## src/rtl/boot_rom_pkg.sv

```systemverilog
// -----------------------------------------------------------------------------
// boot_rom_pkg
// Shared definitions for the boot ROM slice:
//   BOOT_RESP_T(W)   macro building the {err, data} response struct for any
//                    data width (packages cannot hold width-parametrised types)
//   BOOT_IMAGE       default ROM contents, four 64-bit words
//   boot_rom_resp_t  response struct at the default 64-bit width
//   ERR_DATA         data returned with an error response (all zeros)
//   log2_bytes()     number of byte-offset address bits for a word width
// -----------------------------------------------------------------------------
`ifndef BOOT_ROM_RESP_T
`define BOOT_ROM_RESP_T(W) struct packed { logic err; logic [(W)-1:0] data; }
`endif

package boot_rom_pkg;

  localparam int BOOT_WORDS     = 4;
  localparam int BOOT_WIDTH     = 64;
  localparam int MAX_DATA_WIDTH = 256;

  // Word 0 holds the reset vector entry.
  localparam logic [BOOT_WORDS-1:0][BOOT_WIDTH-1:0] BOOT_IMAGE = {
    64'hdeadbeef_cafef00d,
    64'h00028067_00000013,
    64'h00000297_0202b283,
    64'h00a2a023_45056291
  };

  localparam logic [MAX_DATA_WIDTH-1:0] ERR_DATA = '0;

  typedef `BOOT_ROM_RESP_T(BOOT_WIDTH) boot_rom_resp_t;

  function automatic int log2_bytes(input int data_width);
    return $clog2(data_width / 8);
  endfunction

endpackage

```

## src/rtl/boot_rom_resp_buf.sv

```systemverilog
// -----------------------------------------------------------------------------
// boot_rom_resp_buf
// Generic first-word-fall-through FIFO. The head entry is always visible on
// dout_o; count_o reports occupancy (0..DEPTH) and doubles as the empty flag.
// Ports:
//   clk_i    in   clock, rising edge
//   rst_i    in   asynchronous active-high reset (empties the FIFO)
//   push_i   in   write din_i at the tail
//   din_i    in   WIDTH  entry to write
//   pop_i    in   drop the head entry (ignored when empty)
//   dout_o   out  WIDTH  head entry; undefined while count_o == 0
//   count_o  out  occupancy
// -----------------------------------------------------------------------------
module boot_rom_resp_buf #(
  parameter int WIDTH = 65,
  parameter int DEPTH = 2
) (
  input  logic                       clk_i,
  input  logic                       rst_i,
  input  logic                       push_i,
  input  logic [WIDTH-1:0]           din_i,
  input  logic                       pop_i,
  output logic [WIDTH-1:0]           dout_o,
  output logic [$clog2(DEPTH+1)-1:0] count_o
);

  localparam int PTR_W = (DEPTH > 1) ? $clog2(DEPTH) : 1;
  localparam int CNT_W = $clog2(DEPTH + 1);

  logic [WIDTH-1:0] mem [DEPTH];
  logic [PTR_W-1:0] wr_ptr;
  logic [PTR_W-1:0] rd_ptr;
  logic [CNT_W-1:0] count;
  logic             do_pop;

  // Pointers wrap modulo DEPTH, which need not be a power of two.
  function automatic logic [PTR_W-1:0] ptr_inc(input logic [PTR_W-1:0] p);
    return (p == PTR_W'(DEPTH - 1)) ? '0 : p + PTR_W'(1);
  endfunction

  assign do_pop = pop_i && (count != '0);

  always_ff @(posedge clk_i or posedge rst_i) begin
    if (rst_i) begin
      wr_ptr <= '0;
      rd_ptr <= '0;
      count  <= '0;
    end else begin
      if (push_i) wr_ptr <= ptr_inc(wr_ptr);
      if (do_pop) rd_ptr <= ptr_inc(rd_ptr);
      case ({push_i, do_pop})
        2'b10:   count <= count + CNT_W'(1);
        2'b01:   count <= count - CNT_W'(1);
        default: count <= count;
      endcase
    end
  end

  // NOTE: storage is deliberately not reset; count gates every read, so stale
  // contents are never observed and the array can map onto plain RAM/flops.
  always_ff @(posedge clk_i) begin
    if (push_i) mem[wr_ptr] <= din_i;
  end

  assign dout_o  = mem[rd_ptr];
  assign count_o = count;

  a_no_overflow: assert property (@(posedge clk_i) disable iff (rst_i)
    !(push_i && (count == CNT_W'(DEPTH))));

endmodule

```

## src/rtl/boot_rom_sync.sv

```systemverilog
// -----------------------------------------------------------------------------
// boot_rom_sync
// Registered boot ROM on a req/gnt request channel with an rvalid/rready
// response channel. Requests are decoded at accept, travel a LATENCY-deep
// pipeline and land in a response FIFO that absorbs backpressure. A credit
// counter (pipeline + FIFO occupancy) gates gnt_o so the FIFO never overflows.
// Ports:
//   clk_i     in   clock, rising edge
//   rst_i     in   asynchronous active-high reset
//   req_i     in   request valid
//   we_i      in   write request; always answered with an error
//   addr_i    in   64  byte address
//   gnt_o     out  request accepted this cycle
//   rvalid_o  out  response valid
//   rready_i  in   response consumed when rvalid_o && rready_i
//   rdata_o   out  DATA_WIDTH read data, zero on error or when idle
//   rerr_o    out  write, address below BASE_ADDR, or index >= DEPTH
// -----------------------------------------------------------------------------
module boot_rom_sync
  import boot_rom_pkg::*;
#(
  parameter int                            DATA_WIDTH = 64,
  parameter int                            DEPTH      = 4,
  parameter logic [63:0]                   BASE_ADDR  = 64'h1_0000,
  parameter int                            LATENCY    = 1,
  parameter int                            RESP_DEPTH = 2,
  parameter logic [DEPTH-1:0][DATA_WIDTH-1:0] INIT    = BOOT_IMAGE
) (
  input  logic                  clk_i,
  input  logic                  rst_i,
  input  logic                  req_i,
  input  logic                  we_i,
  input  logic [63:0]           addr_i,
  output logic                  gnt_o,
  output logic                  rvalid_o,
  input  logic                  rready_i,
  output logic [DATA_WIDTH-1:0] rdata_o,
  output logic                  rerr_o
);

  localparam int OFF_BITS = log2_bytes(DATA_WIDTH);
  localparam int IDX_W    = (DEPTH > 1) ? $clog2(DEPTH) : 1;
  localparam int CNT_W    = $clog2(RESP_DEPTH + 1);

  typedef `BOOT_ROM_RESP_T(DATA_WIDTH) resp_t;
  localparam int RESP_W = $bits(resp_t);

  logic [CNT_W-1:0]  outstanding;
  logic              accept;
  logic              pop;
  logic [63:0]       offset;
  logic [63:0]       index;
  logic              out_of_range;
  resp_t             dec_resp;
  logic              push_valid;
  resp_t             push_resp;
  logic [RESP_W-1:0] head_bits;
  resp_t             head;
  logic [CNT_W-1:0]  buf_count;

  // ---------------------------------------------------------------- credits
  // The registered count only sees a pop on the following cycle, so a freed
  // slot is granted one cycle after the pop, never in the same cycle.
  assign gnt_o  = req_i && !rst_i && (outstanding < CNT_W'(RESP_DEPTH));
  assign accept = req_i && gnt_o;
  assign pop    = rvalid_o && rready_i;

  // NOTE: state registers use non-blocking assignment so every flop samples
  // pre-edge values regardless of the order the processes are evaluated.
  always_ff @(posedge clk_i or posedge rst_i) begin
    if (rst_i) begin
      outstanding <= '0;
    end else begin
      case ({accept, pop})
        2'b10:   outstanding <= outstanding + CNT_W'(1);
        2'b01:   outstanding <= outstanding - CNT_W'(1);
        default: outstanding <= outstanding;
      endcase
    end
  end

  // ----------------------------------------------------------------- decode
  // NOTE: every variable is assigned on every path through this block, so no
  // latch is inferred.
  always_comb begin
    // Unsigned 64-bit subtraction: addresses below BASE_ADDR wrap to a huge
    // offset, but are flagged separately so the check never depends on it.
    offset       = addr_i - BASE_ADDR;
    index        = offset >> OFF_BITS;
    out_of_range = (addr_i < BASE_ADDR) || (index >= 64'(DEPTH));
    dec_resp.err = we_i || out_of_range;
    dec_resp.data = dec_resp.err ? ERR_DATA[DATA_WIDTH-1:0]
                                 : INIT[index[IDX_W-1:0]];
  end

  // --------------------------------------------------------------- pipeline
  // The FIFO write is the final register of the latency pipeline, so only
  // LATENCY-1 explicit stages sit in front of it; the response is readable
  // LATENCY cycles after the accept cycle.
  if (LATENCY == 2) begin : g_lat2
    logic  s1_valid;
    resp_t s1_resp;

    always_ff @(posedge clk_i or posedge rst_i) begin
      if (rst_i) begin
        s1_valid <= 1'b0;
        s1_resp  <= '0;
      end else begin
        s1_valid <= accept;
        s1_resp  <= dec_resp;
      end
    end

    assign push_valid = s1_valid;
    assign push_resp  = s1_resp;
  end else begin : g_lat1
    assign push_valid = accept;
    assign push_resp  = dec_resp;
  end

  // ---------------------------------------------------------- response FIFO
  boot_rom_resp_buf #(
    .WIDTH (RESP_W),
    .DEPTH (RESP_DEPTH)
  ) u_resp_buf (
    .clk_i   (clk_i),
    .rst_i   (rst_i),
    .push_i  (push_valid),
    .din_i   (push_resp),
    .pop_i   (pop),
    .dout_o  (head_bits),
    .count_o (buf_count)
  );

  assign head     = resp_t'(head_bits);
  assign rvalid_o = (buf_count != '0);
  assign rdata_o  = rvalid_o ? head.data : '0;
  assign rerr_o   = rvalid_o && head.err;

  // ------------------------------------------------------------- assertions
  a_latency: assert property (@(posedge clk_i) (LATENCY == 1) || (LATENCY == 2));
  a_resp_depth: assert property (@(posedge clk_i) RESP_DEPTH >= LATENCY);
  a_base_aligned: assert property (@(posedge clk_i)
    (BASE_ADDR & 64'((DATA_WIDTH / 8) - 1)) == 64'd0);
  a_hold: assert property (@(posedge clk_i) disable iff (rst_i)
    (rvalid_o && !rready_i) |=> ($stable(rdata_o) && $stable(rerr_o)));

endmodule
```

## config.mk

```make
export PLATFORM = sky130hd
export DESIGN_NAME = boot_rom_sync
export DESIGN_NICKNAME = d
export VERILOG_FILES = /design/src/rtl/boot_rom_pkg.sv /design/src/rtl/boot_rom_resp_buf.sv /design/src/rtl/boot_rom_sync.sv
export SDC_FILE = /design/constraint.sdc
export NUM_CORES = 1
export LEC_CHECK = 0
export ABC_AREA = 1
export CORE_MARGIN = 2
export CORE_UTILIZATION = 47
export DETAILED_ROUTE_END_ITERATION = 16
export MAX_ROUTING_LAYER = met4
export PLACE_DENSITY = 0.83
export SLEW_MARGIN = 15
export SYNTH_ARGS = -nofsm -noshare
export SYNTH_HDL_FRONTEND = slang
export SYNTH_SLANG_ARGS = --single-unit
export TNS_END_PERCENT = 100
```

## constraint.sdc

```tcl
create_clock -name clk_i -period 2.6 [get_ports clk_i]
set_input_delay 0.26 -clock clk_i [delete_from_list [all_inputs] [get_ports clk_i]]
set_output_delay 0.26 -clock clk_i [all_outputs]
set_load 0.02 [all_outputs]
```

# Word-level counts from Yosys, hierarchy flattened
# Memories as Yosys holds them, arrays and structs flattened.
# Index checks and enable logic that the tools add are counted.
[totals]
word_cells = 42
output_inout_bits = 67
latchBits = 0
inputBits = 69
mem_bits_rw = 130
n_memories = 1
regBits = 6
rom_bits = 0
[mem_list]
columns = ["memory", "depth", "width", "rd", "rd_ports_with_merged_regs", "wr", "line", "source"]
rows = [
  ["u_resp_buf.mem", 2, 65, 1, 0, 1, "boot_rom_resp_buf.sv:30", "logic [WIDTH-1:0] mem [DEPTH];"],
]
[op_classes]
eq_ne = 4
n_reduce_logical = 12
n_mul = 0
n_lt_le_gt_ge = 4
n_addsub = 7
div_mod_pow = 0
bitwise_logic = 0
n_mux = 10
shifts = 0
[op_table]
columns = ["operator", "count"]
rows = [
  ["$mux W64", 3],
  ["$bmux W64 S2", 1],
  ["$lt A64 B17 Y1 const B", 1],
  ["$sub A64 B17 Y64 const B", 1],
  ["$ge A61 B3 Y1 const B", 1],
  ["$pmux W2 S2", 2],
  ["$logic_and A1 B1 Y1", 6],
  ["$reduce_bool A2 Y1", 3],
  ["$add A2 B1 Y2 const B", 2],
  ["$eq A2 B1 Y1 const B", 2],
  ["$eq A2 B2 Y1 const B", 2],
  ["$mux W1", 4],
  ["$sub A2 B1 Y2 const B", 2],
  ["$lt A2 B3 Y1 const B", 1],
  ["$add A1 B1 Y1 const B", 2],
  ["$logic_or A1 B1 Y1", 2],
  ["$lt A2 B2 Y1 const B", 1],
  ["$logic_not A1 Y1", 1],
]

# Longest topological paths before layout
[logic_depth]
depth_word = 6
mapped_depth = 17
mapped_depth_nobuf = 16

# By module
# From an unflattened synthesis, not the netlist that was laid out.
[hier_totals]
cells_unflattened = 926
area_unflattened_um2 = 7706.1
[modules_own_cells]
columns = ["module", "seq_area_each_um2", "cells_per_inst", "area_each_um2", "instances"]
rows = [
  ["boot_rom_resp_buf", 4003.8, 367, 5061.1, 1],
  ["boot_rom_sync", 50.0, 559, 2645.0, 1],
]

# Worst setup path after synthesis
# OpenSTA, ideal clock, no wires.
[synth_path]
path_kind = "reg-to-output"
from = "register u_resp_buf.rd_ptr"
to = "output port rdata_o[19]"
n_path_buf = 3
t_arrival_ns = 2.353
path_slack_ns = -0.013
path_stages_with_launch = 7
required_time_ns = 2.340
cell_sequence = "dfrtp_1 > clkbuf_1 > inv_1 > clkbuf_1 > nand2_1 > a21oi_1 > buf_4"
[synth_via]
elab_chain_cells = 2
[synth_lines]
columns = ["item", "line", "source"]
rows = [
  ["start: declaration", "boot_rom_resp_buf.sv:32", "logic [PTR_W-1:0] rd_ptr;"],
  ["start signal: assignment", "boot_rom_resp_buf.sv:50", "if (do_pop) rd_ptr <= ptr_inc(rd_ptr);"],
  ["$mem_v2 Z2 W65", "-", ""],
  ["$mux W64", "boot_rom_sync.sv:137", "assign rdata_o = rvalid_o ? head.data : '0;"],
  ["end: declaration", "boot_rom_sync.sv:37", "output logic [DATA_WIDTH-1:0] rdata_o,"],
]
# No other way between the ends.

==> results_dict.tcl <==
set metrics [dict create \
    place_hpwl_mm 9.11 \
    ys_seq_elements 34 \
    avgSynthCellArea_um2 6.30 \
    drt_iter0_drc 178 \
    num_vias 4094 \
    antenna_found_initial 0 \
    synth_cell_types 30 \
    worst_skew_pair.late_latency_ns 0.28 \
    required_ns 2.73 \
    wl_met1_mm 4.42 \
    yosysTopAreaCell "edfxtp_1" \
    final.min_clock_period_ns 2.42 \
    crit_chain "clkdlybuf4s50_1, inv_1, buf_4, nand2_4, nor2_2, nand2_2, nor2_4, o21ai_0, nor2_1, nand2_1, nor2_1, nand2_1, nor2_2, nand3_2, buf_12, nor2_1" \
    postSynthCellCount 619 \
    hold_buffers 0 \
    num_io_pins 136 \
    swShare 0.428 \
    grt_usage 0.247 \
    routed-wl-met2_mm 5.48 \
    worst_hold_slack_ns 0.260 \
    die_w_um 95.1 \
    htree_levels 2 \
    critical_path_arrival_ns 2.55 \
    internal_power_mw 1.93 \
    ant_nets 0 \
    setup_violations 0 \
    rsz0062_at_grt "false" \
    fin_cells 846 \
    die_y_um 95.1 \
    worst-setup-path-type "in -> reg" \
    gr-total-overflow 0 \
    status "complete, no violations" \
    cpMostUsedCell "nor2_1" \
    post_cts_resized 0 \
    clk_pin_slew_ns 0.06 \
    cts_buffer_depth 2 \
    cts_sinks 34 \
    seq_power_share 0.214 \
    clockRootBuffer "clkbuf_8" \
    synth-async-reset-ratio 0.176 \
    yosysTopAreaCellShare 0.216 \
    start_kind "primary input" \
    critPathMaxStageDelay_ns 0.43 \
    synth-edff-count 28 \
    p_sw_mw 1.44 \
    gp_congestion 0.941 \
    hold_viol_final 0 \
    post_cts_buffers 0 \
    grt_pass1_wl_mm 16.8 \
    drtPass1Iterations 5 \
    crit_slowest_cell "clkdlybuf4s50_1" \
    grt_max_degree 23 \
    fin_nets 819 \
    leakagePower_nw 2.32 \
    cap_violations 0 \
    comb_power_share 0.670 \
    drive_above_1_share 0.135 \
    drc_errors 0 \
    wl_per_cell_um 12.7 \
    vdd.ir_drop.worst_mv 0.314 \
    rows 33 \
    endpoint_kind "register" \
    die_area_um2 9040 \
    ys.flop_type "edfxtp_1" \
    ys_seq_area_frac 0.254 \
    port_buffers 119 \
    p_per_area_nw_per_um2 637 \
    dr.max_layer_used "met4" \
    cts_buffers 5 \
    syn_to_final_growth_pct 35.9 \
    dpl.cell_count 838 \
    total_power_mw 3.37 \
    cts_tree "built" \
    hp-class "in -> async" \
    met3_length_um 573 \
    grt_pass1_vias 3812 \
    diodes 0 \
    fmax_ghz 0.413 \
    synth.top_cells.by_area "edfxtp_1, nand2_1, nor2_1" \
    initial_core_util 0.479 \
    drv_slew 0 \
    power_frac_clock 0.115 \
    path_max_fanout 15 \
    core-area_um2 8130 \
    netlist_area_um2 3900 \
    wirelength_mm 10.8 \
    via_per_inst 4.84 \
    yosys_warnings 0 \
    clock_skew_ns 0.00536 \
    finalCritPeriodShare 0.930 \
]
-- critical path, delay by kind of cell --
| family | cells | cell delay, ns |
|---|---|---|
| compound gates | 1 | 0.10 |
| simple gates | 11 | 1.30 |
| buf+inv | 4 | 0.91 |
-- sequential cells by signal (all words and copies together) (netlist names) --
register and count:
u_resp_buf.rd_ptr 1, outstanding 2, u_resp_buf.count_o 2, u_resp_buf.wr_ptr 1, u_resp_buf.mem 28
-- layout by cell type (no fill, tap or decap), drive strengths merged, types with 13 or more instances in the layout --
| master | n |
|---|---|
| a21oi | 16 |
| buf | 39 |
| clkdlybuf4s50 | 119 |
| conb | 13 |
| edfxtp | 28 |
| inv | 68 |
| nand2 | 192 |
| nand3 | 38 |
| nor2 | 156 |
-- routing by layer --
metal / GRT usage / up-vias
li1: - / 2099
met2: 0.452 / 154
met4: 0.0906 / 0
met3: 0.0253 / 23
met1: 0.276 / 1818
met5: - / -
-- layout make-up --
class	instances	area, um^2
sequential	34	991
timing repair buffer	158	1500
clock buffer	7	86.3
multi-input combinational	472	2320
clock inverter	1	5.00
tap	105	131
fill	741	2840
inverter	69	263
-- synth_stat cells (all sizes together) (3+ instances only) --
master / n
nand3: 38
a21oi: 16
nand3b: 10
edfxtp: 28
clkbuf: 4
buf: 52
xnor2: 7
dfrtp: 6
nor2: 156
nor3: 4
inv: 69
o21ai: 10
xor2: 7
and2: 5
ha: 10
nand4: 3
nand2: 192
-- through the flow --
stage / worst slack [ns] / area, um^2 / setup TNS [ns] / utilization
floorplan: 0.406 / 3950 / 0 / -
global placement: -0.110 / 5160 / -2.21 / 0.635
detailed placement: -0.172 / 5160 / -3.25 / 0.635
CTS: 0.104 / 5260 / 0 / 0.646
global route: 0.00500 / 5300 / 0 / 0.651
finish: 0.181 / 5300 / 0 / 0.651
-- path summary, 6_finish.rpt --
| path | start | slack [ns] | cells after the start | to |
|---|---|---|---|---|
| min | rst_i | 0.26 | 3 | outstanding[0] |
| max reg2reg | outstanding[1] | 0.97 | 6 | outstanding[1] |
| max in group asynchronous | rst_i | 2.23 | 3 | u_resp_buf.wr_ptr |
| min reg2reg | u_resp_buf.count_o[1] | 0.48 | 1 | u_resp_buf.count_o[1] |
| min in group clk_i | u_resp_buf.count_o[1] | 0.48 | 1 | u_resp_buf.count_o[1] |
| max | addr_i[16] | 0.18 | 16 | u_resp_buf.mem[0][49] |
-- power by group through the flow --
stage | logic [mW] | clock network (mW) | registers [mW]
final | 2.26 | 0.388 | 0.723
after global routing | 2.43 | 0.405 | 0.733
after CTS | 2.27 | 0.389 | 0.718
after detailed placement | 2.27 | 0 | 0.728
after global placement | 2.23 | 0 | 0.723
after floorplan | 1.56 | 0 | 0.718
-- cell families after synthesis --
kind of cell             synth area share
AND/OR/NAND/NOR                     0.473
buffers and inverters               0.171
flip-flops                          0.254
AO/OA/AOI/OAI                      0.0353
XOR/XNOR                           0.0334
adder cells (fa/ha/maj)            0.0321
other                            0.000962
(Power assumes the default switching activity.)
